**src/rtl/cache_axi_rd_arbiter_pkg.sv**
```systemverilog
// rtl/cache_axi_rd_arbiter_pkg.sv - shared constants and types for the cache AXI read arbiter
package cache_axi_rd_arbiter_pkg;

  // One-hot controller states
  localparam logic [2:0] ST_IDLE = 3'b001;
  localparam logic [2:0] ST_AR   = 3'b010;
  localparam logic [2:0] ST_R    = 3'b100;

  localparam logic [1:0] BURST_INCR = 2'b01;

  localparam logic [3:0] ID_I_DEF = 4'd0;
  localparam logic [3:0] ID_D_DEF = 4'd1;

  typedef enum logic {
    REQ_I = 1'b0,
    REQ_D = 1'b1
  } req_idx_e;

  function automatic req_idx_e other_req(input req_idx_e r);
    return (r == REQ_I) ? REQ_D : REQ_I;
  endfunction

endpackage

```
**src/rtl/cache_axi_rd_arbiter_if.sv**
```systemverilog
// rtl/cache_axi_rd_arbiter_if.sv - icache/dcache request, return and AXI AR/R signal bundle
interface cache_axi_rd_arbiter_if #(
  parameter int ADDR_W = 32,
  parameter int DATA_W = 32
);
  logic              i_r_req;
  logic [ADDR_W-1:0] i_r_addr;
  logic [7:0]        i_r_length;
  logic [2:0]        i_r_size;
  logic              i_r_rdy;
  logic              i_r_data_ready;
  logic              i_ret_valid;
  logic              i_ret_last;

  logic              d_r_req;
  logic [ADDR_W-1:0] d_r_addr;
  logic [7:0]        d_r_length;
  logic [2:0]        d_r_size;
  logic              d_r_rdy;
  logic              d_r_data_ready;
  logic              d_ret_valid;
  logic              d_ret_last;
  logic              d_uncache;
  logic              wr_busy;

  logic [DATA_W-1:0] ret_data;
  logic              ret_err;

  logic [ADDR_W-1:0] araddr;
  logic [3:0]        arid;
  logic [7:0]        arlen;
  logic [2:0]        arsize;
  logic [1:0]        arburst;
  logic              arvalid;
  logic              arready;
  logic [3:0]        rid;
  logic [DATA_W-1:0] rdata;
  logic [1:0]        rresp;
  logic              rlast;
  logic              rvalid;
  logic              rready;

  // Arbiter view: drives AR and the cache-facing returns
  modport master (
    input  i_r_req, i_r_addr, i_r_length, i_r_size, i_r_data_ready,
    output i_r_rdy, i_ret_valid, i_ret_last,
    input  d_r_req, d_r_addr, d_r_length, d_r_size, d_r_data_ready, d_uncache, wr_busy,
    output d_r_rdy, d_ret_valid, d_ret_last,
    output ret_data, ret_err,
    output araddr, arid, arlen, arsize, arburst, arvalid, rready,
    input  arready, rid, rdata, rresp, rlast, rvalid
  );

  // Environment view: caches plus AXI slave side
  modport slave (
    output i_r_req, i_r_addr, i_r_length, i_r_size, i_r_data_ready,
    input  i_r_rdy, i_ret_valid, i_ret_last,
    output d_r_req, d_r_addr, d_r_length, d_r_size, d_r_data_ready, d_uncache, wr_busy,
    input  d_r_rdy, d_ret_valid, d_ret_last,
    input  ret_data, ret_err,
    input  araddr, arid, arlen, arsize, arburst, arvalid, rready,
    output arready, rid, rdata, rresp, rlast, rvalid
  );

endinterface

```
**src/rtl/cache_axi_rd_arbiter_pick.sv**
```systemverilog
// rtl/cache_axi_rd_arbiter_pick.sv - two-way read request picker; CLAP_RD_ARB_RR_EN enables round-robin
module cache_axi_rd_arbiter_pick
  import cache_axi_rd_arbiter_pkg::*;
(
  input  logic     i_icache_req,
  input  logic     i_dcache_req,
  input  logic     i_d_uncache,
  input  logic     i_wr_busy,
`ifdef CLAP_RD_ARB_RR_EN
  input  req_idx_e i_rr_ptr,
`endif
  output logic     o_valid,
  output req_idx_e o_sel
);

  logic w_i_elig;
  logic w_d_elig;

  // An uncached dcache read must not overtake an outstanding uncached write
  assign w_d_elig = i_dcache_req && !(i_d_uncache && i_wr_busy);
  assign w_i_elig = i_icache_req;

  // Select the winner among eligible requesters
  always_comb begin
    o_valid = w_i_elig || w_d_elig;
    o_sel   = REQ_I;
`ifdef CLAP_RD_ARB_RR_EN
    if (w_i_elig && w_d_elig) begin
      o_sel = i_rr_ptr;
    end else if (w_d_elig) begin
      o_sel = REQ_D;
    end
`else
    if (w_d_elig) begin
      o_sel = REQ_D;
    end
`endif
  end

endmodule

```
**src/rtl/cache_axi_rd_arbiter.sv**
```systemverilog
// rtl/cache_axi_rd_arbiter.sv - shares the AXI read channel between icache and dcache; CLAP_RD_ARB_RR_EN selects round-robin
module cache_axi_rd_arbiter
  import cache_axi_rd_arbiter_pkg::*;
#(
  parameter int         ADDR_W = 32,
  parameter int         DATA_W = 32,
  parameter logic [3:0] ID_I   = ID_I_DEF,
  parameter logic [3:0] ID_D   = ID_D_DEF
)(
  input  logic                   clk,
  input  logic                   rstn,
  cache_axi_rd_arbiter_if.master bus
);

  logic [2:0]        r_state;
  logic              r_gnt_vld;
  req_idx_e          r_gnt;
  logic [ADDR_W-1:0] r_araddr;
  logic [7:0]        r_arlen;
  logic [2:0]        r_arsize;
  logic [3:0]        r_arid;
  logic [7:0]        r_cnt;
  logic              r_err;
`ifdef CLAP_RD_ARB_RR_EN
  req_idx_e          r_ptr;
`endif

  logic              w_pick_valid;
  req_idx_e          w_pick_sel;
  logic              w_gnt_i;
  logic              w_gnt_d;
  logic              w_dready;
  logic              w_ar_hs;
  logic              w_beat;
  logic              w_beat_err;
  logic [DATA_W-1:0] w_rdata;

  cache_axi_rd_arbiter_pick u_pick (
    .i_icache_req (bus.i_r_req),
    .i_dcache_req (bus.d_r_req),
    .i_d_uncache  (bus.d_uncache),
    .i_wr_busy    (bus.wr_busy),
`ifdef CLAP_RD_ARB_RR_EN
    .i_rr_ptr     (r_ptr),
`endif
    .o_valid      (w_pick_valid),
    .o_sel        (w_pick_sel)
  );

  assign w_gnt_i  = r_gnt_vld && (r_gnt == REQ_I);
  assign w_gnt_d  = r_gnt_vld && (r_gnt == REQ_D);
  assign w_dready = (w_gnt_i && bus.i_r_data_ready) || (w_gnt_d && bus.d_r_data_ready);

  assign bus.arvalid = (r_state == ST_AR);
  assign bus.araddr  = r_araddr;
  assign bus.arlen   = r_arlen;
  assign bus.arsize  = r_arsize;
  assign bus.arid    = r_arid;
  assign bus.arburst = BURST_INCR;
  assign w_ar_hs     = bus.arvalid && bus.arready;

  assign bus.i_r_rdy = w_ar_hs && w_gnt_i;
  assign bus.d_r_rdy = w_ar_hs && w_gnt_d;

  // The granted cache's readiness is the only back-pressure on R
  assign bus.rready = (r_state == ST_R) && w_dready;
  assign w_beat     = bus.rvalid && bus.rready;

  assign w_rdata          = bus.rdata;
  assign bus.ret_data     = w_rdata;
  assign bus.i_ret_valid  = w_beat && w_gnt_i;
  assign bus.d_ret_valid  = w_beat && w_gnt_d;
  assign bus.i_ret_last   = w_beat && w_gnt_i && bus.rlast;
  assign bus.d_ret_last   = w_beat && w_gnt_d && bus.rlast;
  assign bus.ret_err      = r_err;

  // Bad response, foreign ID or a burst that ends at the wrong beat count
  assign w_beat_err = (bus.rresp != 2'b00) || (bus.rid != r_arid) ||
                      (bus.rlast && (r_cnt != r_arlen));

  // Request latch, AR handshake and R beat tracking
  always_ff @(posedge clk or negedge rstn) begin
    if (!rstn) begin
      r_state   <= ST_IDLE;
      r_gnt_vld <= 1'b0;
      r_gnt     <= REQ_I;
      r_araddr  <= '0;
      r_arlen   <= 8'd0;
      r_arsize  <= 3'd0;
      r_arid    <= 4'd0;
      r_cnt     <= 8'd0;
`ifdef CLAP_RD_ARB_RR_EN
      r_ptr     <= REQ_I;
`endif
    end else begin
      case (r_state)
        ST_IDLE: begin
          if (w_pick_valid) begin
            r_state   <= ST_AR;
            r_gnt_vld <= 1'b1;
            r_gnt     <= w_pick_sel;
            if (w_pick_sel == REQ_D) begin
              r_araddr <= bus.d_r_addr;
              r_arlen  <= bus.d_r_length;
              r_arsize <= bus.d_r_size;
              r_arid   <= ID_D;
            end else begin
              r_araddr <= bus.i_r_addr;
              r_arlen  <= bus.i_r_length;
              r_arsize <= bus.i_r_size;
              r_arid   <= ID_I;
            end
          end
        end
        ST_AR: begin
          if (w_ar_hs) begin
            r_cnt   <= 8'd0;
            r_state <= ST_R;
          end
        end
        ST_R: begin
          if (w_beat) begin
            r_cnt <= r_cnt + 8'd1;
            if (bus.rlast) begin
              r_state   <= ST_IDLE;
              r_gnt_vld <= 1'b0;
`ifdef CLAP_RD_ARB_RR_EN
              r_ptr     <= other_req(r_gnt);
`endif
            end
          end
        end
        default: r_state <= ST_IDLE;
      endcase
    end
  end

  // Sticky error flag, cleared only by reset
  always_ff @(posedge clk or negedge rstn) begin
    if (!rstn) begin
      r_err <= 1'b0;
    end else if (w_beat && w_beat_err) begin
      r_err <= 1'b1;
    end
  end

endmodule

```
**src/flat_wrapper.sv**
```systemverilog
// flat-port wrapper written by rule: the top's interface ports become plain ports
module cache_axi_rd_arbiter_flat import cache_axi_rd_arbiter_pkg::*;
#(
  parameter int         ADDR_W = 32,
  parameter int         DATA_W = 32,
  parameter logic [3:0] ID_I   = ID_I_DEF,
  parameter logic [3:0] ID_D   = ID_D_DEF
)
  (clk, rstn, bus_i_r_req, bus_i_r_addr, bus_i_r_length, bus_i_r_size, bus_i_r_data_ready, bus_i_r_rdy, bus_i_ret_valid, bus_i_ret_last, bus_d_r_req, bus_d_r_addr, bus_d_r_length, bus_d_r_size, bus_d_r_data_ready, bus_d_uncache, bus_wr_busy, bus_d_r_rdy, bus_d_ret_valid, bus_d_ret_last, bus_ret_data, bus_ret_err, bus_araddr, bus_arid, bus_arlen, bus_arsize, bus_arburst, bus_arvalid, bus_rready, bus_arready, bus_rid, bus_rdata, bus_rresp, bus_rlast, bus_rvalid);
  cache_axi_rd_arbiter_if #(.ADDR_W(ADDR_W), .DATA_W(DATA_W)) bus_i ();
  input  logic clk;
  input  logic rstn;
  input wire logic [$bits(bus_i.i_r_req)-1:0] bus_i_r_req;
  input wire logic [$bits(bus_i.i_r_addr)-1:0] bus_i_r_addr;
  input wire logic [$bits(bus_i.i_r_length)-1:0] bus_i_r_length;
  input wire logic [$bits(bus_i.i_r_size)-1:0] bus_i_r_size;
  input wire logic [$bits(bus_i.i_r_data_ready)-1:0] bus_i_r_data_ready;
  output wire logic [$bits(bus_i.i_r_rdy)-1:0] bus_i_r_rdy;
  output wire logic [$bits(bus_i.i_ret_valid)-1:0] bus_i_ret_valid;
  output wire logic [$bits(bus_i.i_ret_last)-1:0] bus_i_ret_last;
  input wire logic [$bits(bus_i.d_r_req)-1:0] bus_d_r_req;
  input wire logic [$bits(bus_i.d_r_addr)-1:0] bus_d_r_addr;
  input wire logic [$bits(bus_i.d_r_length)-1:0] bus_d_r_length;
  input wire logic [$bits(bus_i.d_r_size)-1:0] bus_d_r_size;
  input wire logic [$bits(bus_i.d_r_data_ready)-1:0] bus_d_r_data_ready;
  input wire logic [$bits(bus_i.d_uncache)-1:0] bus_d_uncache;
  input wire logic [$bits(bus_i.wr_busy)-1:0] bus_wr_busy;
  output wire logic [$bits(bus_i.d_r_rdy)-1:0] bus_d_r_rdy;
  output wire logic [$bits(bus_i.d_ret_valid)-1:0] bus_d_ret_valid;
  output wire logic [$bits(bus_i.d_ret_last)-1:0] bus_d_ret_last;
  output wire logic [$bits(bus_i.ret_data)-1:0] bus_ret_data;
  output wire logic [$bits(bus_i.ret_err)-1:0] bus_ret_err;
  output wire logic [$bits(bus_i.araddr)-1:0] bus_araddr;
  output wire logic [$bits(bus_i.arid)-1:0] bus_arid;
  output wire logic [$bits(bus_i.arlen)-1:0] bus_arlen;
  output wire logic [$bits(bus_i.arsize)-1:0] bus_arsize;
  output wire logic [$bits(bus_i.arburst)-1:0] bus_arburst;
  output wire logic [$bits(bus_i.arvalid)-1:0] bus_arvalid;
  output wire logic [$bits(bus_i.rready)-1:0] bus_rready;
  input wire logic [$bits(bus_i.arready)-1:0] bus_arready;
  input wire logic [$bits(bus_i.rid)-1:0] bus_rid;
  input wire logic [$bits(bus_i.rdata)-1:0] bus_rdata;
  input wire logic [$bits(bus_i.rresp)-1:0] bus_rresp;
  input wire logic [$bits(bus_i.rlast)-1:0] bus_rlast;
  input wire logic [$bits(bus_i.rvalid)-1:0] bus_rvalid;
  assign bus_i.i_r_req = bus_i_r_req;
  assign bus_i.i_r_addr = bus_i_r_addr;
  assign bus_i.i_r_length = bus_i_r_length;
  assign bus_i.i_r_size = bus_i_r_size;
  assign bus_i.i_r_data_ready = bus_i_r_data_ready;
  assign bus_i_r_rdy = bus_i.i_r_rdy;
  assign bus_i_ret_valid = bus_i.i_ret_valid;
  assign bus_i_ret_last = bus_i.i_ret_last;
  assign bus_i.d_r_req = bus_d_r_req;
  assign bus_i.d_r_addr = bus_d_r_addr;
  assign bus_i.d_r_length = bus_d_r_length;
  assign bus_i.d_r_size = bus_d_r_size;
  assign bus_i.d_r_data_ready = bus_d_r_data_ready;
  assign bus_i.d_uncache = bus_d_uncache;
  assign bus_i.wr_busy = bus_wr_busy;
  assign bus_d_r_rdy = bus_i.d_r_rdy;
  assign bus_d_ret_valid = bus_i.d_ret_valid;
  assign bus_d_ret_last = bus_i.d_ret_last;
  assign bus_ret_data = bus_i.ret_data;
  assign bus_ret_err = bus_i.ret_err;
  assign bus_araddr = bus_i.araddr;
  assign bus_arid = bus_i.arid;
  assign bus_arlen = bus_i.arlen;
  assign bus_arsize = bus_i.arsize;
  assign bus_arburst = bus_i.arburst;
  assign bus_arvalid = bus_i.arvalid;
  assign bus_rready = bus_i.rready;
  assign bus_i.arready = bus_arready;
  assign bus_i.rid = bus_rid;
  assign bus_i.rdata = bus_rdata;
  assign bus_i.rresp = bus_rresp;
  assign bus_i.rlast = bus_rlast;
  assign bus_i.rvalid = bus_rvalid;
  cache_axi_rd_arbiter #(.ADDR_W(ADDR_W), .DATA_W(DATA_W), .ID_I(ID_I), .ID_D(ID_D)) u_core (.clk(clk), .rstn(rstn), .bus(bus_i));
endmodule
```
**config.mk**
```make
export PLATFORM = sky130hd
export DESIGN_NAME = cache_axi_rd_arbiter_flat
export DESIGN_NICKNAME = d
export VERILOG_FILES = /design/src/rtl/cache_axi_rd_arbiter_pkg.sv /design/src/rtl/cache_axi_rd_arbiter_if.sv /design/src/rtl/cache_axi_rd_arbiter_pick.sv /design/src/rtl/cache_axi_rd_arbiter.sv /design/src/flat_wrapper.sv
export SDC_FILE = /design/constraint.sdc
export NUM_CORES = 1
export LEC_CHECK = 0
export ABC_CLOCK_PERIOD_IN_PS = 3100
export CAP_MARGIN = 20
export CORE_ASPECT_RATIO = 2
export CORE_MARGIN = 3
export CORE_UTILIZATION = 38
export DETAILED_ROUTE_END_ITERATION = 10
export PLACE_DENSITY = 0.9
export SLEW_MARGIN = 20
export SYNTH_ARGS = -nofsm -noshare
export SYNTH_HDL_FRONTEND = slang
export SYNTH_SLANG_ARGS = --single-unit
```
**constraint.sdc**
```tcl
create_clock -name clk -period 3.1 [get_ports clk]
set_input_delay 0.93 -clock clk [delete_from_list [all_inputs] [get_ports clk]]
set_output_delay 0.93 -clock clk [all_outputs]
set_load 0.05 [all_outputs]
```
## Yosys cells after proc, flatten, opt, wreduce, memory -nomap -nowiden

Index checks and enable logic that the tools add are counted.
Widths: inputs -> output; s select.

- Input port bits: 135
- Register bits: 61
- Output and inout bits: 90

- Eq/ne operators: 9
- Bitwise gates (word level): 1
- Reduce and logical (&&, ||, !) cells: 29
- Add/subtract/negate cells: 1
- Muxes and demuxes: 17

Operators with widths:

| kind | number |
|---|---|
| $mux 32 | 1 |
| $mux 8 | 3 |
| $logic_and 1x1->1 | 17 |
| $pmux 8 s2 | 1 |
| $mux 3 | 5 |
| $pmux 3 s3 | 1 |
| $add 8x1->8 const B | 1 |
| $ne 8x8->1 | 1 |
| $reduce_and 4->1 | 2 |
| $ne 2x2->1 const B | 3 |
| $reduce_bool 2->1 | 3 |
| $mux 1 | 5 |
| $logic_or 1x1->1 | 4 |
| $ne 4x4->1 | 1 |
| $eq 3x1->1 const B | 1 |
| $eq 3x2->1 const B | 1 |
| $eq 3x3->1 const B | 1 |
| $reduce_and 3->1 | 1 |
| $ne 2x1->1 const B | 1 |
| $pmux 1 s2 | 1 |
| $reduce_and 2->1 | 1 |
| $logic_not 1->1 | 1 |
| $not 1->1 | 1 |

## Depth between registers and ports, before layout

Gate-level depths: netlist of run 1.

- Depth in word-level cells: 8
- Depth in mapped cells: 7
- Depth with buffers taken out: 4

## Hierarchy

From an unflattened synthesis of run 1, not the netlist that was laid out.

- Cells, all modules: 324
- Area, all modules: 3129.3 sq um

By module, submodules not included:

| module | times used | area an instance (sq um) | cells each |
|---|---|---|---|
| cache_axi_rd_arbiter | 1 | 3111.7 | 322 |
| cache_axi_rd_arbiter_pick | 1 | 17.5 | 2 |

## Least setup slack after synthesis of run 1

Ideal clock, no wire load.

- Path kind: reg-to-output
- Start: register u_core.r_state[1]
- End: output port bus_d_r_rdy
- Cell stages (with the launch flop): 4
- Arrival: 2.800 ns
- Path buffers: 0
- Setup slack: -0.630 ns
- Cells stage by stage: dfrtp_1 > nor3b_1 > nand2_1 > nor2_1

- Cells in the longest elaborated chain, start to end: 3

Ends and longest elaborated chain:

| element | RTL line | source |
|---|---|---|
| start, declared | cache_axi_rd_arbiter.sv:15 | `logic [2:0] r_state;` |
| start signal, assigned | cache_axi_rd_arbiter.sv:84 | `r_state <= ST_IDLE;` |
| start signal, assigned | cache_axi_rd_arbiter.sv:99 | `r_state <= ST_AR;` |
| start signal, assigned | cache_axi_rd_arbiter.sv:118 | `r_state <= ST_R;` |
| $eq 3x2->1 | cache_axi_rd_arbiter.sv:54 | `assign bus.arvalid = (r_state == ST_AR);` |
| via bus_arvalid | flat_wrapper.sv:38 | `output wire logic [$bits(bus_i.arvalid)-1:0] bus_arvalid;` |
| $logic_and 1x1->1 | cache_axi_rd_arbiter.sv:60 | `assign w_ar_hs = bus.arvalid && bus.arready;` |
| $logic_and 1x1->1 | cache_axi_rd_arbiter.sv:63 | `assign bus.d_r_rdy = w_ar_hs && w_gnt_d;` |
| end, declared | flat_wrapper.sv:28 | `output wire logic [$bits(bus_i.d_r_rdy)-1:0] bus_d_r_rdy;` |

The timed path passes the listed nets, and every way through them passes these cells.

## Worst setup path after layout of run 1

- Start: input port bus_rvalid
- End: output port bus_i_ret_valid

- Cells in the longest elaborated chain, start to end: 2

Ends and longest elaborated chain:

| element | RTL line | source |
|---|---|---|
| start, declared | flat_wrapper.sv:45 | `input wire logic [$bits(bus_i.rvalid)-1:0] bus_rvalid;` |
| $logic_and 1x1->1 | cache_axi_rd_arbiter.sv:67 | `assign w_beat = bus.rvalid && bus.rready;` |
| $logic_and 1x1->1 | cache_axi_rd_arbiter.sv:71 | `assign bus.i_ret_valid = w_beat && w_gnt_i;` |
| end, declared | flat_wrapper.sv:19 | `output wire logic [$bits(bus_i.i_ret_valid)-1:0] bus_i_ret_valid;` |

Every way passes these cells.

==> results of run 1 <==
placed cells by master, fill, tap and decap left out, types with 4 or more instances in the layout:
| cell type | n |
|---|---|
| clkdlybuf4s50_1 | 147 |
| nand2_1 | 56 |
| dfrtp_1 | 56 |
| mux2i_1 | 43 |
| o21ai_0 | 41 |
| buf_12 | 11 |
| nand3_1 | 10 |
| buf_4 | 10 |
| clkbuf_16 | 9 |
| xor2_1 | 8 |
| o21ai_1 | 7 |
| nor2_1 | 6 |
| conb_1 | 5 |
| clkbuf_8 | 5 |
| a31oi_1 | 4 |
per-layer routing:
metal	vias up	part of all wire	GRT usage
li1	1339	-	-
met1	1283	0.31	0.185
met2	138	0.55	0.350
met3	64	0.066	0.0503
met4	0	0.072	0.151
met5	-	0	0
layout make-up:
type / instances / area [sq um] / share of cell area
Multi-Input combinational cell: 215 / 1360 / 0.272
Timing Repair Buffer: 169 / 1770 / 0.353
Inverter: 1 / 3.75 / 0.000749
Clock buffer: 15 / 298 / 0.0594
Tap cell: 96 / 120 / 0.0240
Clock inverter: 1 / 30.0 / 0.00599
Sequential cell: 57 / 1430 / 0.285
cells in the mapped netlist (2+ instances only):
cell type / number
nand3_1: 10
o21ai_0: 41
a21oi_1: 2
nand2_1: 56
nor4_1: 2
mux2i_1: 43
o21ai_1: 7
xor2_1: 8
nor2_1: 8
a31oi_1: 4
and3_1: 3
conb_1: 2
buf_2: 7
nor3b_1: 2
clkbuf_1: 8
or4_1: 3
dfrtp_1: 56
buf_4: 38
o211ai_1: 3
registers in the layout, summed over array words and instances, names as in the netlist:
register	cells
u_core.bus.arlen	8
u_core.bus.ret_err	1
u_core.r_state	3
u_core.bus.arid	1
u_core.r_gnt_vld	1
u_core.r_cnt	8
u_core.bus.araddr	32
u_core.bus.arsize	3
worst min path at each step:
| stage | end | startpoint | slack, ns | depth (start not counted) |
|---|---|---|---|---|
| global placement | u_core.bus.ret_err | u_core.bus.ret_err | 0.46 | 1 |
| detailed placement | u_core.bus.ret_err | u_core.bus.ret_err | 0.46 | 1 |
| floorplan | u_core.r_gnt_vld | u_core.r_gnt_vld | 0.50 | 2 |
| finish | u_core.bus.ret_err | u_core.bus.ret_err | 0.47 | 1 |
| CTS | u_core.bus.ret_err | u_core.bus.ret_err | 0.47 | 1 |
| global route | u_core.bus.ret_err | u_core.bus.ret_err | 0.50 | 1 |
cells by family after synthesis:
| kind of cell | Yosys count |
|---|---|
| xor+xnor | 9 |
| simple gates | 92 |
| other cells | 2 |
| buf+inv | 55 |
| compound gates | 64 |
| flops | 57 |
| fa+ha+maj | 1 |
| mux | 44 |
metrics by stage:
stage	util	cells	hold slack (ns)	setup slack [ns]
2_1_floorplan	-	327	0.496	0.0542
3_3_place_gp	0.589	538	0.456	0.0848
3_5_place_dp	0.589	538	0.461	0.00351
4_1_cts	0.631	554	0.474	0.00595
5_1_grt	0.631	554	0.502	-0.00666
6_report	0.631	554	0.473	0.0390
repair_timing:
| action | 4_1_cts | 5_1_grt |
|---|---|---|
| setup endpoints to repair | 1 | 2 |
| gates cloned | 0 | 0 |
| gates resized for setup | 1 | 1 |
power groups by stage:
| stage | logic (mW) | registers (mW) | clock network [mW] |
|---|---|---|---|
| finish | 2.54 | 1.29 | 1.04 |
| global route | 2.69 | 1.33 | 1.10 |
| CTS | 2.57 | 1.29 | 1.06 |
| detailed placement | 2.56 | 1.30 | 0 |
| global placement | 2.51 | 1.29 | 0 |
| floorplan | 0.754 | 2.22 | 0 |
critical path: stages:
cell and delay [ns]:
clkdlybuf4s50_1 0.47, and2_1 0.17, nand3_1 0.15, nor2_1 0.24, buf_12 0.17
==> out/results.ini, run 1 <==
[outcome]
status = finished clean

[timing]
final_hold_viol_count = 0
max_freq_mhz = 327
setup_violations = 0
maxSlewViolCount = 0
tns_ns = 0
finClkSkew_ns = 0.00430
slew_headroom = 0.568
tightest_slew_ns = 0.649
min_period_ns = 3.06
rsz0062_at_grt = true
min_period_over_period = 0.987

[power_and_ir_drop]
p_seq_frac = 0.264
ir_drop_v = 0.000663
p_leak_nw = 2.22
cellPowerDensity_nw_per_um2 = 970
p_switching_mw = 2.19
internal_power_mw = 2.68
p_clk_frac = 0.214
p_sw_frac = 0.450
power_mw = 4.86
p_comb_frac = 0.522

[logic_synthesis]
synth_compound_area_frac = 0.114
synthMuxAreaShare = 0.143
ys_warn_count = 0
synth_edf_count = 0
synth_top_area_frac = 0.451
synth_top_family_by_area = multiplexers
synth_area_sq_um = 3110
yosys.area_share.simple = 0.136
synth_flop_cell = dfrtp_1
synth_area_leader_cell = dfrtp_1
syn_avg_cell_area_sq_um = 9.60
synthAdderAreaFrac = 0.00402
yosysSeqAreaShare = 0.459
ys_async_sr_fraction = 1.00
synth_xor_xnor_area_share = 0.0254
netlist_instances = 324
synth-seq-cells = 57
synth_cell_types = 40
synth_area_leaders = dfrtp_1 (45%), mux2i_1 (14%), buf_4 (9.2%)

[clock_tree]
htreeDepth = 3
clock_path_buffers = 2
postCtsSetupRepairBufs = 0
clkLatencyLatePin_ns = 0.31
cts_hold_buf = 0
clock-sinks = 57
cts_tree = built
cts_buffers = 9
cts-root-buf = clkbuf_16
cts.clk_slew.worst_paths_ns = 0.05

[setup_path]
arrival_ns = 2.13
critical_path_class = input port to primary output
startpoint = bus_rvalid
crit_path_start_kind = input port
regToRegSetupSlack_ns = 1.32
critical_path_required_ns = 2.17
rr_startpoint = u_core.r_state[0]
path_max_fanout = 3
reg2reg_depth = 5
cp-endpoint = bus_i_ret_valid
r2r_end = u_core.bus.arsize[1]
critPathCaptureType = primary output

[floorplan]
rows = 46
die_x_microns = 70.0
initial_utilization = 0.391
io_pins = 225
die_area_sq_um = 9370
chipHeight_microns = 134
core_area_sq_um = 7940

[route]
drt_pre_antenna_iters = 4
drt_wl_total_microns = 8980
ant_nets = 0
vias = 2824
drc = 0
drtIter0Drc = 126
vias_per_cell = 5.10
wl_per_cell_microns = 16.2

[layout]
fillers = 635
drive_gt1_frac = 0.100
area_delta_synth_final_pct = 61.2
antenna_cells = 0
design_area_sq_um = 5010
layout.nets = 589

[run]
cap_violations = 0

[grt]
grt_pass1_wl_microns = 14400
grt_max_degree = 63
grt_antenna_before_repair = 0
grt_pass1_vias = 3024
gr-total-overflow = 0
track_usage = 0.196

[placement]
numPortBuffers = 155
hpwl_microns = 7390
post_dp_cell_area_sq_um = 4680
gp_congestion = 0.859

[hold_path]
min_path_type = register to register

(Power assumes the default switching activity.)
==> run 2: changes to the inputs <==
Settings changed: CORE_MARGIN 3 to 2, MAX_ROUTING_LAYER set to met4.
==> run 2 against run 1 <==
- utilization decreased by 1.3 points
- worst setup slack got worse by 0.0014 ns
- sequential share of layout area increased by 0.60 points
- critical path type unchanged
==> out/results.ini, run 2 (synthesis gave the netlist of run 1 again) <==
[outcome]
status = finished clean

[setup_path]
arrival_ns = 2.13  ; about the same
path_max_fanout = 4  ; +1
path_cells = clkdlybuf4s50_1 > and2_4 > nand3_1 > nor2_2 > buf_12
cp_slowest_stage_delay_ns = 0.46  ; about the same
crit_path_start_kind = input port
critical_path_required_ns = 2.17  ; about the same
critPathSlowestCell = clkdlybuf4s50_1
critPathCaptureType = primary output
critical_path_class = input port to primary output

[layout]
layout_commonest_cell = clkdlybuf4s50_1
regArea_sq_um = 1430  ; unchanged
drive_gt1_frac = 0.0989  ; -0.00154
layout.cells.non_filler = 551  ; -0.54%
largest_register_ffs = 32  ; unchanged
final_cell_mix = clkdlybuf4s50_1 (145), nand2_1 (56), dfrtp_1 (56)
area_delta_synth_final_pct = 57.9
multiInputGateArea_sq_um = 1370  ; +0.55%
fillers = 643  ; +1.3%
layout.nets = 586  ; -0.51%
antenna_cells = 0  ; unchanged

[clock_tree]
clock_path_buffers = 2  ; unchanged
cts.clk_slew.worst_paths_ns = 0.05  ; about the same
clkLatencyLatePin_ns = 0.32  ; about the same
cts_hold_buf = 0  ; unchanged
cts_buffers = 9  ; unchanged
htreeDepth = 3  ; unchanged
cts-root-buf = clkbuf_16
clock-sinks = 57  ; unchanged
cts_tree = built

[power_and_ir_drop]
p_comb_frac = 0.535  ; +0.013
ir_drop_v = 0.000661  ; -0.29%
internal_power_mw = 2.51  ; -6.3%
p_sw_frac = 0.466  ; +0.0167
p_switching_mw = 2.19  ; +0.24%
p_seq_frac = 0.276  ; +0.012
p_leak_nw = 2.18  ; -1.8%
p_clk_frac = 0.189  ; -0.025
cellPowerDensity_nw_per_um2 = 957  ; -1.3%

[timing]
slew_headroom = 0.560  ; -0.00808
max_freq_mhz = 327  ; about the same
maxSlewViolCount = 0  ; unchanged
finClkSkew_ns = 0.00327  ; -0.00103 ns
setup_violations = 0  ; unchanged
min_period_over_period = 0.988  ; about the same
holdWs_ns = 0.477  ; +0.00460 ns
tns_ns = 0  ; unchanged
min_period_ns = 3.06  ; +0.00137 ns
tightest_slew_ns = 0.659  ; +0.0107 ns
final_hold_viol_count = 0  ; unchanged

[route]
vias = 2847  ; +0.81%
drt_wl_total_microns = 9310  ; +3.7%
drt_pre_antenna_iters = 4  ; unchanged
drtIter0Drc = 109  ; -13%
drc = 0  ; unchanged
ant_nets = 0  ; unchanged
vias_per_cell = 5.17  ; +1.4%
wl_per_cell_microns = 16.9  ; +4.2%

[grt]
grt_antenna_before_repair = 0  ; unchanged
grt_pass1_vias = 3044  ; +0.66%
gr-total-overflow = 0  ; unchanged
track_usage = 0.228  ; +0.0320
grt_pass1_wl_microns = 14700  ; +1.9%
grt_max_degree = 90  ; +43%

[placement]
gp_congestion = 0.809  ; -5.9%
numPortBuffers = 155  ; unchanged
place_inst = 534  ; -0.74%
hpwl_microns = 7400  ; +0.23%

[floorplan]
die_x_microns = 68.0  ; -2.9%
chipHeight_microns = 132  ; -1.5%
rows = 46  ; unchanged
io_pins = 225  ; unchanged
core_area_sq_um = 7940  ; unchanged
initial_utilization = 0.391  ; unchanged
die_area_sq_um = 8970  ; -4.3%

[hold_path]
min_path_type = register to register

[run]
cap_violations = 0  ; unchanged

## run 2: worst max-delay path, delay by kind of cell
kind | cells | cell delay [ns]
simple gates | 3 | 0.58
buf+inv | 2 | 0.62
## run 2: worst paths after layout
| check | depth (start not counted) | endpoint | startpoint | slack [ns] |
|---|---|---|---|---|
| max in group asynchronous | 2 | u_core.r_state[0] | rstn | 1.90 |
| min | 2 | u_core.bus.arsize[2] | u_core.bus.arsize[2] | 0.48 |
| max reg2reg | 6 | u_core.bus.ret_err | u_core.r_state[1] | 1.22 |
| min reg2reg | 2 | u_core.bus.arsize[2] | u_core.bus.arsize[2] | 0.48 |
| max | 5 | bus_d_ret_valid | bus_rvalid | 0.04 |
| min in group asynchronous | 1 | u_core.bus.araddr[27] | rstn | 0.54 |
## run 2: power groups by stage
stage / Combinational, mW / Sequential [mW] / Clock (mW)
detailed placement: 2.53 / 1.30 / 0
global route: 2.66 / 1.33 / 0.945
floorplan: 0.754 / 2.22 / 0
finish: 2.51 / 1.30 / 0.887
global placement: 2.47 / 1.28 / 0
CTS: 2.54 / 1.30 / 0.912
## run 2: layout make-up
cell class,instances,share of cell area
Inverter,1,0.000765
Clock inverter,3,0.00306
Multi-Input combinational cell,215,0.279
Timing Repair Buffer,166,0.349
Sequential cell,57,0.291
Tap cell,96,0.0245
Clock buffer,13,0.0530
## run 2: routing by layer
metal / wire, microns / global-route usage
met2: 5320 / 0.402
met4: 623 / 0.161
met1: 2850 / 0.200
met5: 0 / -
met3: 524 / 0.0453
## run 2: timing repair
| action | CTS | global route |
|---|---|---|
| pin swaps | 3 | 3 |
| resized for setup | 5 | 2 |
| setup buffers | 1 | 0 |
| setup endpoints to repair | 4 | 4 |
## run 2: through the flow
stage	setup slack, ns	utilization	area [sq um]	total power, mW
after floorplan	0.0542	-	3130	2.97
after CTS	0.0114	0.618	4900	4.75
after detailed placement	-0.0395	0.581	4610	3.83
after global placement	0.0483	0.581	4610	3.75
after global routing	-0.00126	0.618	4910	4.94
final	0.0377	0.618	4910	4.70
